## src/rtl/panamax_fpga_cfg_loader.sv

```systemverilog
// Panamax FPGA configuration loader: wakes SPI NOR flash, issues a read and
// streams a fixed-length bitstream bit-serially into the configuration chain.
module panamax_fpga_cfg_loader #(
    parameter int unsigned BITSTREAM_BITS = 4096,
    parameter logic [23:0] FLASH_ADDR     = 24'h000000,
    parameter int unsigned WAKE_GAP       = 8
) (
    input  logic clk_i,
    input  logic rst_i,
    input  logic fpga_mode_i,
    output logic spi_sclk_o,
    output logic spi_cs_n_o,
    output logic spi_mosi_o,
    input  logic spi_miso_i,
    output logic config_busy_o,
    output logic cfg_data_o,
    output logic cfg_we_o,
    output logic cfg_done_o
);

    localparam int unsigned CW_B = $clog2(BITSTREAM_BITS);
    localparam int unsigned CW_G = $clog2(WAKE_GAP);
    localparam int unsigned CW_M = (CW_B > CW_G) ? CW_B : CW_G;
    // At least 5 bits so the 24-bit address phase fits
    localparam int unsigned CW   = (CW_M > 5) ? CW_M : 5;

    localparam logic [7:0] CMD_WAKE = 8'hAB;
    localparam logic [7:0] CMD_READ = 8'h03;

    typedef enum logic [2:0] {
        S_IDLE, S_WAKE, S_GAP, S_CMD, S_ADDR, S_DATA, S_DONE
    } state_t;

    state_t          r_state, w_state;
    logic [CW-1:0]   r_cnt, w_cnt;
    logic [31:0]     r_sr, w_sr;
    logic            r_samp, w_samp;
    logic            r_sclk, w_sclk;
    logic            r_cs_n, w_cs_n;
    logic            r_mosi, w_mosi;
    logic            r_busy, w_busy;
    logic            r_cfg_data, w_cfg_data;
    logic            r_cfg_we, w_cfg_we;
    logic            r_cfg_done, w_cfg_done;
    logic [CW-1:0]   w_last;

    // State and output registers; reset releases the flash immediately
    always_ff @(posedge clk_i or posedge rst_i) begin
        if (rst_i) begin
            r_state    <= S_IDLE;
            r_cnt      <= '0;
            r_sr       <= '0;
            r_samp     <= 1'b0;
            r_sclk     <= 1'b0;
            r_cs_n     <= 1'b1;
            r_mosi     <= 1'b0;
            r_busy     <= 1'b0;
            r_cfg_data <= 1'b0;
            r_cfg_we   <= 1'b0;
            r_cfg_done <= 1'b0;
        end else begin
            r_state    <= w_state;
            r_cnt      <= w_cnt;
            r_sr       <= w_sr;
            r_samp     <= w_samp;
            r_sclk     <= w_sclk;
            r_cs_n     <= w_cs_n;
            r_mosi     <= w_mosi;
            r_busy     <= w_busy;
            r_cfg_data <= w_cfg_data;
            r_cfg_we   <= w_cfg_we;
            r_cfg_done <= w_cfg_done;
        end
    end

    // Last bit index of the current serial phase
    always_comb begin
        w_last = '0;
        case (r_state)
            S_WAKE:  w_last = CW'(7);
            S_CMD:   w_last = CW'(7);
            S_ADDR:  w_last = CW'(23);
            S_DATA:  w_last = CW'(BITSTREAM_BITS - 1);
            default: w_last = '0;
        endcase
    end

    // Next-state and next-output logic
    always_comb begin
        w_state    = r_state;
        w_cnt      = r_cnt;
        w_sr       = r_sr;
        w_samp     = r_samp;
        w_sclk     = r_sclk;
        w_cs_n     = r_cs_n;
        w_mosi     = r_mosi;
        w_busy     = r_busy;
        w_cfg_data = r_cfg_data;
        w_cfg_we   = 1'b0;
        w_cfg_done = r_cfg_done;

        case (r_state)
            S_IDLE: begin
                if (fpga_mode_i) begin
                    w_state = S_WAKE;
                    w_cs_n  = 1'b0;
                    w_busy  = 1'b1;
                    w_cnt   = '0;
                    w_sclk  = 1'b0;
                    w_sr    = {CMD_WAKE, 24'h000000};
                    w_mosi  = CMD_WAKE[7];
                end
            end

            S_WAKE, S_CMD, S_ADDR, S_DATA: begin
                if (!r_sclk) begin
                    // Phase L -> H: rising SCLK, capture flash output
                    w_sclk = 1'b1;
                    if (r_state == S_DATA) begin
                        w_samp = spi_miso_i;
                    end
                end else begin
                    // Phase H -> L: falling SCLK, present next bit
                    w_sclk = 1'b0;
                    w_sr   = {r_sr[30:0], 1'b0};
                    w_mosi = r_sr[30];
                    w_cnt  = r_cnt + CW'(1);
                    if (r_state == S_DATA) begin
                        w_mosi     = 1'b0;
                        w_cfg_we   = 1'b1;
                        w_cfg_data = r_samp;
                    end
                    if (r_cnt == w_last) begin
                        w_cnt = '0;
                        case (r_state)
                            S_WAKE: begin
                                w_state = S_GAP;
                                w_cs_n  = 1'b1;
                                w_mosi  = 1'b0;
                            end
                            // Command and address share one shift register
                            S_CMD:  w_state = S_ADDR;
                            S_ADDR: begin
                                w_state = S_DATA;
                                w_mosi  = 1'b0;
                            end
                            default: begin
                                w_state    = S_DONE;
                                w_cs_n     = 1'b1;
                                w_busy     = 1'b0;
                                w_cfg_done = 1'b1;
                            end
                        endcase
                    end
                end
            end

            S_GAP: begin
                if (r_cnt == CW'(WAKE_GAP - 1)) begin
                    w_state = S_CMD;
                    w_cnt   = '0;
                    w_cs_n  = 1'b0;
                    w_sr    = {CMD_READ, FLASH_ADDR};
                    w_mosi  = CMD_READ[7];
                end else begin
                    w_cnt = r_cnt + CW'(1);
                end
            end

            S_DONE: begin
                w_state = S_DONE;
            end

            default: w_state = S_IDLE;
        endcase
    end

    assign spi_sclk_o    = r_sclk;
    assign spi_cs_n_o    = r_cs_n;
    assign spi_mosi_o    = r_mosi;
    assign config_busy_o = r_busy;
    assign cfg_data_o    = r_cfg_data;
    assign cfg_we_o      = r_cfg_we;
    assign cfg_done_o    = r_cfg_done;

endmodule

```

## config.mk

```make
export PLATFORM = sky130hd
export DESIGN_NAME = panamax_fpga_cfg_loader
export DESIGN_NICKNAME = d
export VERILOG_FILES = /design/src/rtl/panamax_fpga_cfg_loader.sv
export SDC_FILE = /design/constraint.sdc
export NUM_CORES = 1
export LEC_CHECK = 0
export ABC_AREA = 1
export ABC_CLOCK_PERIOD_IN_PS = 2100
export CAP_MARGIN = 20
export CORE_MARGIN = 2
export CORE_UTILIZATION = 59
export CTS_CLUSTER_DIAMETER = 30
export DETAILED_ROUTE_END_ITERATION = 8
export PLACE_DENSITY = 0.79
export REMOVE_ABC_BUFFERS = 1
export SKIP_LAST_GASP = 1
export SYNTH_ARGS = -nofsm -noshare
export SYNTH_HDL_FRONTEND = slang
export SYNTH_SLANG_ARGS = --single-unit
```

## constraint.sdc

```tcl
create_clock -name clk_i -period 2.1 [get_ports clk_i]
set_input_delay 0.42 -clock clk_i [delete_from_list [all_inputs] [get_ports clk_i]]
set_output_delay 0.42 -clock clk_i [all_outputs]
set_load 0.05 [all_outputs]
```

==> impl_metrics.toml <==
[grt]
overflow = 0
grt_use_met1_pct = 28.1
track_usage_pct = 22.4
busiest_layer = "met2"
antenna_found_initial = 0
grt_pass1_vias = 1400
grt_pass1_wl_um = 5990
use_met2_pct = 36.5
grt_max_degree = 31
grt_use_met3_pct = 6.40

[floorplanning]
initial_core_util_pct = 61.6
fp.dieH_um = 60.4
core-area_um2 = 3050
rows = 20
dieArea_um2 = 3650
die_w_um = 60.4
ios = 11

[setup_path]
arrival_ns = 1.56
cp_max_fo = 4
cpPeakStageDelay_ns = 0.82
cp_cell_sequence = "clkdlybuf4s50_1"
cp.buffers_inverters = 1
critPathLaunch = "spi_sclk_o"
crit_type = "reg -> out"
cpLargestDelayFamily = "buffers and inverters"
worst_setup_path_start_kind = "flip-flop"
required_ns = 1.68
slowest_stage = "clkdlybuf4s50_1"
r2r_start = "r_state[0]"
endpoint_kind = "primary output"

[clock_network]
clkLatencyLatePin_ns = 0.33
cts_buffers = 5
holdBufCountCts = 0
clk_pin_slew_ns = 0.09
htree_levels = 2
cts_tree = "yes"
clock_sinks = 30
clk_path_buf_depth = 2
root_buffer = "clkbuf_4"

[run_status]
outcome = "finished clean"

[timing]
maxSlewViolCount = 0
min_period_ns = 1.98
fmax_mhz = 504
rsz0062_at_grt = "false"
whs_ns = 0.459
tightestPinTransition_ns = 0.509
setup_viol = 0
period_share_pct = 94.4
clock-skew-final_ns = 0.00795
fin_setup_tns_ns = 0
finalHoldViolations = 0
max_slew_margin_pct = 66.0

[logic_synthesis]
synth_area_leaders = "dfrtp_1 (39%), nand2_1 (9.4%), inv_1 (8.2%)"
muxShareOfSynthArea_pct = 0.599
syn_avg_cell_area_um2 = 8.10
synth_edf_count = 0
synth_top_area_share_pct = 38.6
synthTopCellsByCount = "nand2_1 (47), inv_1 (41), dfrtp_1 (29)"
synth_top_family_by_area = "simple AND/OR/NAND/NOR gates"
netlist_instances = 232
syn-cell-area_um2 = 1880
ys_types = 36
synth_most_common_cell = "nand2_1"
synth_xor_area_share_pct = 0.466
synthAdderAreaFrac_pct = 3.99
yosys_warnings = 0
synth_top_area_cell = "dfrtp_1"
synth_simple_gate_area_share_pct = 33.1
yosys_register_bits = 30
seq_area_frac_synth_pct = 40.0
synth_compound_area_share_pct = 9.72
synth_flop_cell = "dfrtp_1"
async_reset_ff_share_pct = 100

[placed_design]
routabilityCongestion = 0.868
port_buffers = 10
hpwl_um = 2640

[routing]
dr_total_vias = 1476
via_per_inst = 5.00
drt_iter0_drc = 98
wirelength_um = 3550
avgRoutedWirePerCell_um = 12.0
ant_nets = 0
drt_pass1_iterations = 4
drcViolationCount = 0

[layout]
diodes = 0
nFillCells = 258
syn2layout_area_growth_pct = 13.9
fin_util_pct = 70.1
nets = 261
drive_gt1_share_pct = 17.9

[power]
power_mw = 3.42
vdd_drop_max_mv = 0.978
leakage_nw = 1.16
powerDensity_nw_per_um2 = 1600

[min_path]
hp-class = "in -> async"

[job]
cap_violations = 0
-- flip-flops by register name (all words and copies together) (netlist names) --
| register | cells |
|---|---|
| spi_cs_n_o | 1 |
| cfg_done_o | 1 |
| spi_sclk_o | 1 |
| r_sr | 7 |
| cfg_data_o | 1 |
| r_samp | 1 |
| cfg_we_o | 1 |
| config_busy_o | 1 |
| r_cnt | 12 |
| spi_mosi_o | 1 |
| r_state | 3 |
-- cell families after synthesis --
kind of cell / after synthesis
simple gates: 115
compound gates: 31
xor+xnor: 1
buf+inv: 48
mux: 1
fa+ha+maj: 6
flops: 30
-- metal layers --
layer	vias to the layer above	wire length, µm
li1	776	-
met4	0	63
met2	25	1720
met5	-	0
met3	8	117
met1	667	1640
-- power by group --
group	internal [mW]	switching [mW]	leakage [nW]	total, mW
registers	0.768	0.123	0.381	0.892
clock network	0.277	0.183	0.0443	0.460
logic	0.754	1.31	0.738	2.06
total	1.80	1.62	1.16	3.42
-- area by class of cell --
class | instances | area, µm² | share of cell area [%]
repair buffers | 16 | 160 | 7.48
clock buffers | 6 | 51.3 | 2.40
well taps | 44 | 55.1 | 2.57
flip-flops and latches | 30 | 752 | 35.1
inverters | 44 | 185 | 8.65
multi-input cells | 154 | 907 | 42.4
clock inverters | 1 | 30.0 | 1.40
-- placed cells by master (no fill, tap or decap), types with 2 or more instances in the layout --
cell and n:
a21oi_1 3, a31o_2 3, buf_4 5, clkbuf_4 5
clkdlybuf4s50_1 9, dfrtp_1 29, ha_1 6, inv_1 41
nand2_1 47, nand2_2 7, nand2_4 2, nand2_8 2
nand3_1 22, nand3_2 4, nand4_1 4, nand4_2 2
nor2_1 15, nor2_4 3, nor3_1 3, o21ai_0 13
o21ai_1 5, o22ai_1 2
-- worst paths after layout --
check | end | slack, ns | cells past startpoint
worst min register to register | spi_cs_n_o | 0.48 | 2
max in group asynchronous | spi_cs_n_o | 1.32 | 3
worst max register to register | r_cnt[6] | 0.14 | 11
worst min-delay path | r_cnt[10] | 0.46 | 3
min in group clk_i | spi_cs_n_o | 0.48 | 2
worst max-delay path | spi_sclk_o | 0.12 | 1
-- stage by stage --
| stage | worst slack [ns] | std cells | cell area, µm² |
|---|---|---|---|
| floorplan | 0.108 | 228 | 1840 |
| global placement | 0.153 | 285 | 2030 |
| detailed placement | 0.0887 | 285 | 2030 |
| CTS | 0.0230 | 292 | 2110 |
| global route | 0.00794 | 295 | 2140 |
| finish | 0.118 | 295 | 2140 |
-- repair_timing --
action | in CTS | in global routing
gates resized for setup | 0 | 2
setup buffers | 0 | 3
setup endpoints to repair | 0 | 16
Power figures use the tool's default switching activity.
